`src/rtl/fir_decim_mac.sv`:
```
// fir_decim_mac: decimating direct-form FIR, one multiply-accumulate per tap per clock.
// Optional build macro FIR_DECIM_ROUND_EN: round half toward +inf on the output shift instead of floor.
module fir_decim_mac #(
  parameter int ORDER  = 15,
  parameter int DECIM  = 4,
  parameter int SCALE  = 9,
  parameter int COEF_W = 16,
  parameter int ACC_W  = 64
) (
  input  logic                     clk,
  input  logic                     reset,
  input  logic                     in_valid,
  output logic                     in_ready,
  input  logic signed [31:0]       in_data,
  input  logic                     coef_wr_en,
  input  logic [$clog2(ORDER)-1:0] coef_wr_addr,
  input  logic signed [COEF_W-1:0] coef_wr_data,
  output logic                     out_valid,
  input  logic                     out_ready,
  output logic signed [31:0]       out_data,
  output logic                     busy
);

  localparam int PTR_W  = $clog2(ORDER);
  localparam int PH_W   = (DECIM > 1) ? $clog2(DECIM) : 1;
  localparam int PROD_W = 32 + COEF_W;
  localparam logic [PTR_W-1:0] LAST_PTR   = PTR_W'(ORDER - 1);
  localparam logic [PH_W-1:0]  LAST_PHASE = PH_W'(DECIM - 1);
`ifdef FIR_DECIM_ROUND_EN
  localparam logic signed [ACC_W-1:0] RND_BIAS =
    (SCALE > 0) ? (ACC_W'(1) << ((SCALE > 0) ? (SCALE - 1) : 0)) : ACC_W'(0);
`endif

  typedef enum logic [1:0] {
    ST_ACCEPT = 2'd0,
    ST_MAC    = 2'd1,
    ST_OUTPUT = 2'd2
  } state_t;

  function automatic logic [PTR_W-1:0] ptr_inc(input logic [PTR_W-1:0] p);
    return (p == LAST_PTR) ? PTR_W'(0) : p + PTR_W'(1);
  endfunction

  function automatic logic [PTR_W-1:0] ptr_dec(input logic [PTR_W-1:0] p);
    return (p == PTR_W'(0)) ? LAST_PTR : p - PTR_W'(1);
  endfunction

  state_t                   state_r, state_next_s;
  logic signed [31:0]       samples_r [ORDER];
  logic signed [COEF_W-1:0] coefs_r   [ORDER];
  logic [PTR_W-1:0]         wr_ptr_r, rd_ptr_r, tap_r;
  logic [PH_W-1:0]          phase_r;
  logic signed [ACC_W-1:0]  acc_r;
  logic                     in_ready_r, out_valid_r, busy_r;
  logic signed [31:0]       out_data_r;

  logic                     accept_s, last_phase_s, last_tap_s, out_fire_s, coef_we_s;
  logic signed [PROD_W-1:0] coef_ext_s, samp_ext_s, prod_s;
  logic signed [ACC_W-1:0]  acc_sum_s;
  logic signed [31:0]       out_next_s;

  assign in_ready  = in_ready_r;
  assign out_valid = out_valid_r;
  assign out_data  = out_data_r;
  assign busy      = busy_r;

  // Handshake decode and tap datapath; in_ready_r is only ever high in ACCEPT.
  always_comb begin
    accept_s     = in_valid && in_ready_r;
    last_phase_s = (phase_r == LAST_PHASE);
    last_tap_s   = (tap_r == LAST_PTR);
    out_fire_s   = out_valid_r && out_ready;
    coef_we_s    = coef_wr_en && (state_r == ST_ACCEPT) && (int'(coef_wr_addr) < ORDER);
    coef_ext_s   = PROD_W'(coefs_r[tap_r]);
    samp_ext_s   = PROD_W'(samples_r[rd_ptr_r]);
    prod_s       = coef_ext_s * samp_ext_s;
`ifdef FIR_DECIM_ROUND_EN
    acc_sum_s    = acc_r + RND_BIAS;
`else
    acc_sum_s    = acc_r;
`endif
    out_next_s   = 32'(acc_sum_s >>> SCALE);
  end

  // Next-state logic.
  always_comb begin
    state_next_s = state_r;
    case (state_r)
      ST_ACCEPT: begin
        if (accept_s && last_phase_s) state_next_s = ST_MAC;
        else                          state_next_s = ST_ACCEPT;
      end
      ST_MAC: begin
        if (last_tap_s) state_next_s = ST_OUTPUT;
        else            state_next_s = ST_MAC;
      end
      ST_OUTPUT: begin
        if (out_fire_s) state_next_s = ST_ACCEPT;
        else            state_next_s = ST_OUTPUT;
      end
      default: state_next_s = ST_ACCEPT;
    endcase
  end

  // State, handshake outputs and MAC datapath.
  always_ff @(posedge clk) begin
    if (reset) begin
      state_r     <= ST_ACCEPT;
      wr_ptr_r    <= '0;
      rd_ptr_r    <= '0;
      tap_r       <= '0;
      phase_r     <= '0;
      acc_r       <= '0;
      in_ready_r  <= 1'b0;
      out_valid_r <= 1'b0;
      out_data_r  <= '0;
      busy_r      <= 1'b0;
    end else begin
      state_r    <= state_next_s;
      in_ready_r <= (state_next_s == ST_ACCEPT);
      busy_r     <= (state_next_s != ST_ACCEPT);
      if (accept_s) begin
        wr_ptr_r <= ptr_inc(wr_ptr_r);
        if (last_phase_s) begin
          // Newest sample lands at wr_ptr_r on this edge; the convolution walks backwards from it.
          phase_r  <= '0;
          acc_r    <= '0;
          rd_ptr_r <= wr_ptr_r;
          tap_r    <= '0;
        end else begin
          phase_r <= phase_r + PH_W'(1);
        end
      end
      if (state_r == ST_MAC) begin
        acc_r    <= acc_r + ACC_W'(prod_s);
        rd_ptr_r <= ptr_dec(rd_ptr_r);
        tap_r    <= last_tap_s ? PTR_W'(0) : tap_r + PTR_W'(1);
      end
      // First OUTPUT cycle registers the scaled result; it then holds until accepted.
      if (state_r == ST_OUTPUT) begin
        if (!out_valid_r) begin
          out_valid_r <= 1'b1;
          out_data_r  <= out_next_s;
        end else if (out_fire_s) begin
          out_valid_r <= 1'b0;
        end
      end
    end
  end

  // Delay line and coefficient storage.
  always_ff @(posedge clk) begin
    if (reset) begin
      for (int i = 0; i < ORDER; i++) begin
        samples_r[i] <= '0;
        coefs_r[i]   <= '0;
      end
    end else begin
      if (accept_s)  samples_r[wr_ptr_r] <= in_data;
      if (coef_we_s) coefs_r[coef_wr_addr] <= coef_wr_data;
    end
  end

endmodule
```
`config.mk`:
```
export PLATFORM = sky130hd
export DESIGN_NAME = fir_decim_mac
export DESIGN_NICKNAME = d
export VERILOG_FILES = /design/src/rtl/fir_decim_mac.sv
export SDC_FILE = /design/constraint.sdc
export NUM_CORES = 2
export LEC_CHECK = 0
export BUFFER_PORTS_ARGS = -buffer_cell sky130_fd_sc_hd__buf_2
export CORE_ASPECT_RATIO = 1.4
export CORE_UTILIZATION = 60
export DETAILED_ROUTE_END_ITERATION = 6
export PLACE_DENSITY = 0.77
export SYNTH_ARGS = -nofsm -noshare
export SYNTH_HDL_FRONTEND = slang
export SYNTH_SLANG_ARGS = --single-unit
```
`constraint.sdc`:
```
create_clock -name clk -period 14.44 [get_ports clk]
set_input_delay 0.722 -clock clk [delete_from_list [all_inputs] [get_ports clk]]
set_output_delay 0.722 -clock clk [all_outputs]
set_load 0.02 [all_outputs]
```
* Word level (Yosys, flattened, before mapping) *
Memory sizes are Yosys's and may differ from the RTL's. A register that Yosys moved wholly into a read port is not among the register bits.
Cells that the tools add are included.

cells by class
  add/sub/neg operators = 5
  muxes and demuxes = 37
  multipliers = 1
  reductions and logical operators = 15
  magnitude comparators = 1
  bitwise operators = 1
  equality and inequality tests = 5

operators with widths
  operator                                                                count
  64-bit 2-to-1 mux                                                       3
  64-bit by 48-bit adder with 64-bit output                               1
  4-bit 2-to-1 mux                                                        15
  16-bit by 32-bit multiplier with 48-bit output                          1
  32-bit 2-to-1 mux                                                       1
  32-bit OR reduction                                                     1
  16-bit 2-to-1 mux                                                       1
  16-bit OR reduction                                                     1
  1-bit 2-to-1 mux                                                        13
  4-bit by 1-bit adder with 4-bit output (second input constant)          2
  4-bit equality test (second input constant)                             2
  2-bit 2-to-1 mux                                                        3
  2-bit one-hot mux with 3 select lines                                   1
  2-bit nonzero test                                                      3
  1-bit logical AND                                                       5
  2-bit equality test (second input constant)                             2
  2-bit zero test                                                         2
  4-bit zero test                                                         1
  4-bit < comparator (second input constant)                              1
  2-bit AND reduction                                                     2
  4-bit by 1-bit subtractor with 4-bit output (second input constant)     1
  2-bit by 1-bit adder with 2-bit output (second input constant)          1
  2-bit by 1-bit equality test with 1-bit output (second input constant)  1
  1-bit inverter                                                          1

word-level totals
  output and inout port bits = 35
  flip-flop bits (word level) = 115
  memories = 2
  memory bits (writable) = 720
  logic and storage cells = 77
  input bits = 57

memories
  memory     words  bits a word  read ports  clocked after Yosys merged registers in  wr ports  line  RTL
  samples_r  15     32           1           1                                        15        49    logic signed [31:0] samples_r [ORDER];
  coefs_r    15     16           1           1                                        15        50    logic signed [COEF_W-1:0] coefs_r [ORDER];

* Logic depth before layout (Yosys ltp) *
  word-level depth = 8
  gate-level depth with buffers = 35

* Worst setup path before layout *
No wires, ideal clock.

  kind = reg-to-reg
  start point = reg (tool-made name)
  end point = reg acc_r[39]
  library setup time = 0.117 ns
  stages on the path, launching flop included = 31
  path buffers = 5
  setup slack = 5.943 ns
  arrival = 8.380 ns
  required time = 14.323 ns
  cell sequence = dfxtp_1 buf_6 buf_6 buf_4 buf_2 buf_2 mux4_2 mux2_2 o21ai_1 nor2_1 fa_1 inv_1 fa_1 fa_1 inv_1 fa_1 fa_1 inv_1 fa_1 inv_1 ha_1 a21o_1 a21o_1 a21o_1 a21o_1 a221o_1 and2_1 a221o_1 a41o_1 xor2_1 a22o_1

RTL lines
  what                    line  RTL
  end signal: assignment  135   acc_r <= acc_r + ACC_W'(prod_s);
  end: declaration        53    logic signed [ACC_W-1:0] acc_r;

==> flow_summary_export.csv <==
group,metric,value,unit
route,wirelength,140,mm
clock_network,clock_sinks,868,
route,vias_per_cell,6.04,
clock_network,ctsResizeCount,0,
global_route,busiest_layer,"met2",
layout,layout_commonest_cell,"edfxtp_1",
critical_path,crit_type,"register to register",
route,vias,34000,
sta,tns,0,ps
route,firstDrtPassIters,6,
sta,period_share,0.652,
yosys,synth_compound_area_frac,0.0333,
sta,fmax,106,MHz
sta,hold_viol,0,
power,vdd_drop_max,336,uV
yosys,synth_top_family_by_area,"adder cells",
clock_network,ctsHoldBuffers,0,
placement,portBuffers,91,
layout,stdcell_count,5633,
global_route,use_met1,0.353,
layout,syn_to_final_growth,8.25,%
yosys,yosysSeqAreaShare,0.461,
sta,rsz0062_at_grt,"false",
yosys,ys_types,67,
sta,worst_pin_slew,1220,ps
job,maxCapViolCount,0,
global_route,use_met2,0.560,
sta,finalWorstSetupSlack,5030,ps
global_route,antenna_found_initial,13,
clock_network,htreeDepth,3,
layout,multi_input_area,26500,sq um
die,row_count,130,
yosys,synth_fa_ha_area_frac,0.197,
die,pin_count,92,
global_route,use_met3,0.0498,
placement,hpwl,90.1,mm
yosys,synthTopCellsByArea,"edfxtp_1 42%, fa_1 17%, mux4_2 8.6%",
die,coreArea,89800,sq um
yosys,synthSimpleGateAreaFrac,0.148,
route,wl_per_cell,24.8,um
critical_path,slowest_delay,950,ps
global_route,grt_pass1_vias,35900,
route,drc,0,
global_route,grt_max_degree,86,
clock_network,post_cts_buffers,0,
sta,clock_skew,41.9,ps
placement,gp_congestion,0.915,
yosys,syn-mean-instance-area,12.5,sq um
sta,setup_violations,0,
layout,fillers,6564,
global_route,grt_overflow,0,
yosys,synth_mux_area_frac,0.0957,
yosys,yosysWarnings,0,
layout,seq_area,25100,sq um
global_route,grt_util_all_layers,0.311,
layout,layout_common_cells,"768 x edfxtp_1, 738 x and2_1, 529 x inv_1",
placement,dp_cells,5478,
yosys,synthFlopType,"edfxtp_1",
power,power_density,170,nW/um^2
power,power_leakage,23.9,nW
layout,fin_nets,5014,
layout,drive_gt1_frac,0.135,
layout,post-route-util,0.656,
global_route,grt_pass1_wl,211,mm
critical_path,crit_family,"adder cells",
critical_path,worstPathArrival,9990,ps
outcome,status,"complete, no violations",
clock_network,clock_latency,710,ps
sta,period_needed,9410,ps
hold_path,hold_path_class,"input pin to register",
die,die-area,91900,sq um
clock_network,cts_root_buf,"clkbuf_16",
clock_network,clk_pin_slew,60,ps
route,drt_iter0_drc,3079,
yosys,async_flop_share,0,
clock_network,cts_buffers,84,
sta,holdWs,346,ps
die,die_h,358,um
clock_network,cts_buffer_depth,3,
critical_path,critPathBufInv,5,
die,start_util,0.606,
critical_path,worst_path_max_delay_cell,"dfxtp_4",
yosys,synth_top_area_frac,0.424,
critical_path,cpMostUsedCell,"fa_1",
sta,slew_violations,0,
die,die_x,257,um
yosys,syn_inst,4361,
critical_path,setup.worst_path.start_class,"register",
yosys,yosys.area.top_type,"edfxtp_1",
sta,slew_headroom,0.186,
yosys,synth_seq_cells,868,
critical_path,required,15010,ps
yosys,synthXorXnorAreaFrac,0.00961,
route,antenna_left,0,
critical_path,worst_setup_path_end_kind,"register",
yosys,synth.cell_area,54400,sq um
placement,place_ws,4910,ps
critical_path,crit_fanout,85,
yosys,synth-edff-count,768,
clock_network,cts_tree,"done",
## cells by family (layout without fill, tap and decap cells)
logic type / after synthesis / count (layout)
adder cells (fa/ha/maj): 581 / 581
AND/OR/NAND/NOR: 1536 / 1536
multiplexers: 257 / 257
AO/OA/AOI/OAI: 272 / 272
other: 1 / 18
XOR/XNOR: 58 / 58
buffers and inverters: 788 / 855
flip-flops: 868 / 868
## layer usage
layer  routed length (um)  up-vias  part of all wire
li1                     -    14500                 -
met1                46500    17500              0.33
met2                74400     1587              0.53
met3                10400      434             0.075
met4                 8240       10             0.059
met5                   61        -           0.00044
## worst reg2reg max path, cell delays in order, from the launching register on
cell and delay (ps):
dfxtp_4 950, buf_12 620, mux4_2 670, mux2i_1 180
nand2_1 100, o21ai_1 600, nor2_1 150, fa_1 570
inv_1 50, fa_1 490, fa_1 530, inv_1 60
fa_1 490, fa_1 520, inv_1 60, fa_1 490
inv_1 50, ha_1 320, a21o_1 190, a21o_1 170
a21o_1 190, a21o_1 180, a221o_1 420, and2_1 240
a221o_1 400, a41o_1 280, xor2_1 140, a22o_1 190
## where the power goes
part	switching, W	total, W	internal (W)
Sequential	0.0000277	0.00285	0.00282
Combinational	0.00285	0.00490	0.00205
Clock	0.000987	0.00227	0.00128
## sequential cells by signal, indices dropped and copies added, names as in the netlist, named ones only
name,flops
in_ready,1
phase_r,2
rd_ptr_r,4
samples_r,512
out_valid,1
acc_r,41
wr_ptr_r,4
tap_r,4
out_data,32
busy,1
state_r,2
coefs_r,256
## synth_stat cells, types with 26 or more instances
cell type,count
mux4_2,208
nor2_1,285
ha_1,120
nand2_1,340
fa_1,461
xnor2_1,37
or2_2,37
edfxtp_1,768
nor2b_1,40
and2_1,738
inv_1,529
a21o_1,30
nand3_1,26
dfxtp_1,100
clkbuf_1,211
a21oi_1,97
## worst paths after layout
check	to	depth (start not counted)	slack, ps	start
max	acc_r[39]	27	5030	register
min	out_valid	4	350	out_ready
max reg2reg	acc_r[39]	27	5030	register
min reg2reg	out_data[19]	2	450	out_data[19]
## area by class of cell
cell class / count / share of cell area
Antenna cell: 2 / 0.0000850
Clock buffer: 105 / 0.0377
Clock inverter: 48 / 0.0102
Inverter: 531 / 0.0338
Multi-Input combinational cell: 2720 / 0.449
Sequential cell: 868 / 0.426
Tap cell: 1188 / 0.0252
Timing Repair Buffer: 171 / 0.0182
## per-stage QoR
step	total power, W	area, sq um
global placement	0.00768	56100
CTS	0.0101	58900
finish	0.0100	58900
global route	0.0107	58900
floorplan	0.00659	54500
detailed placement	0.00778	56100
(Power assumes the default switching activity.)
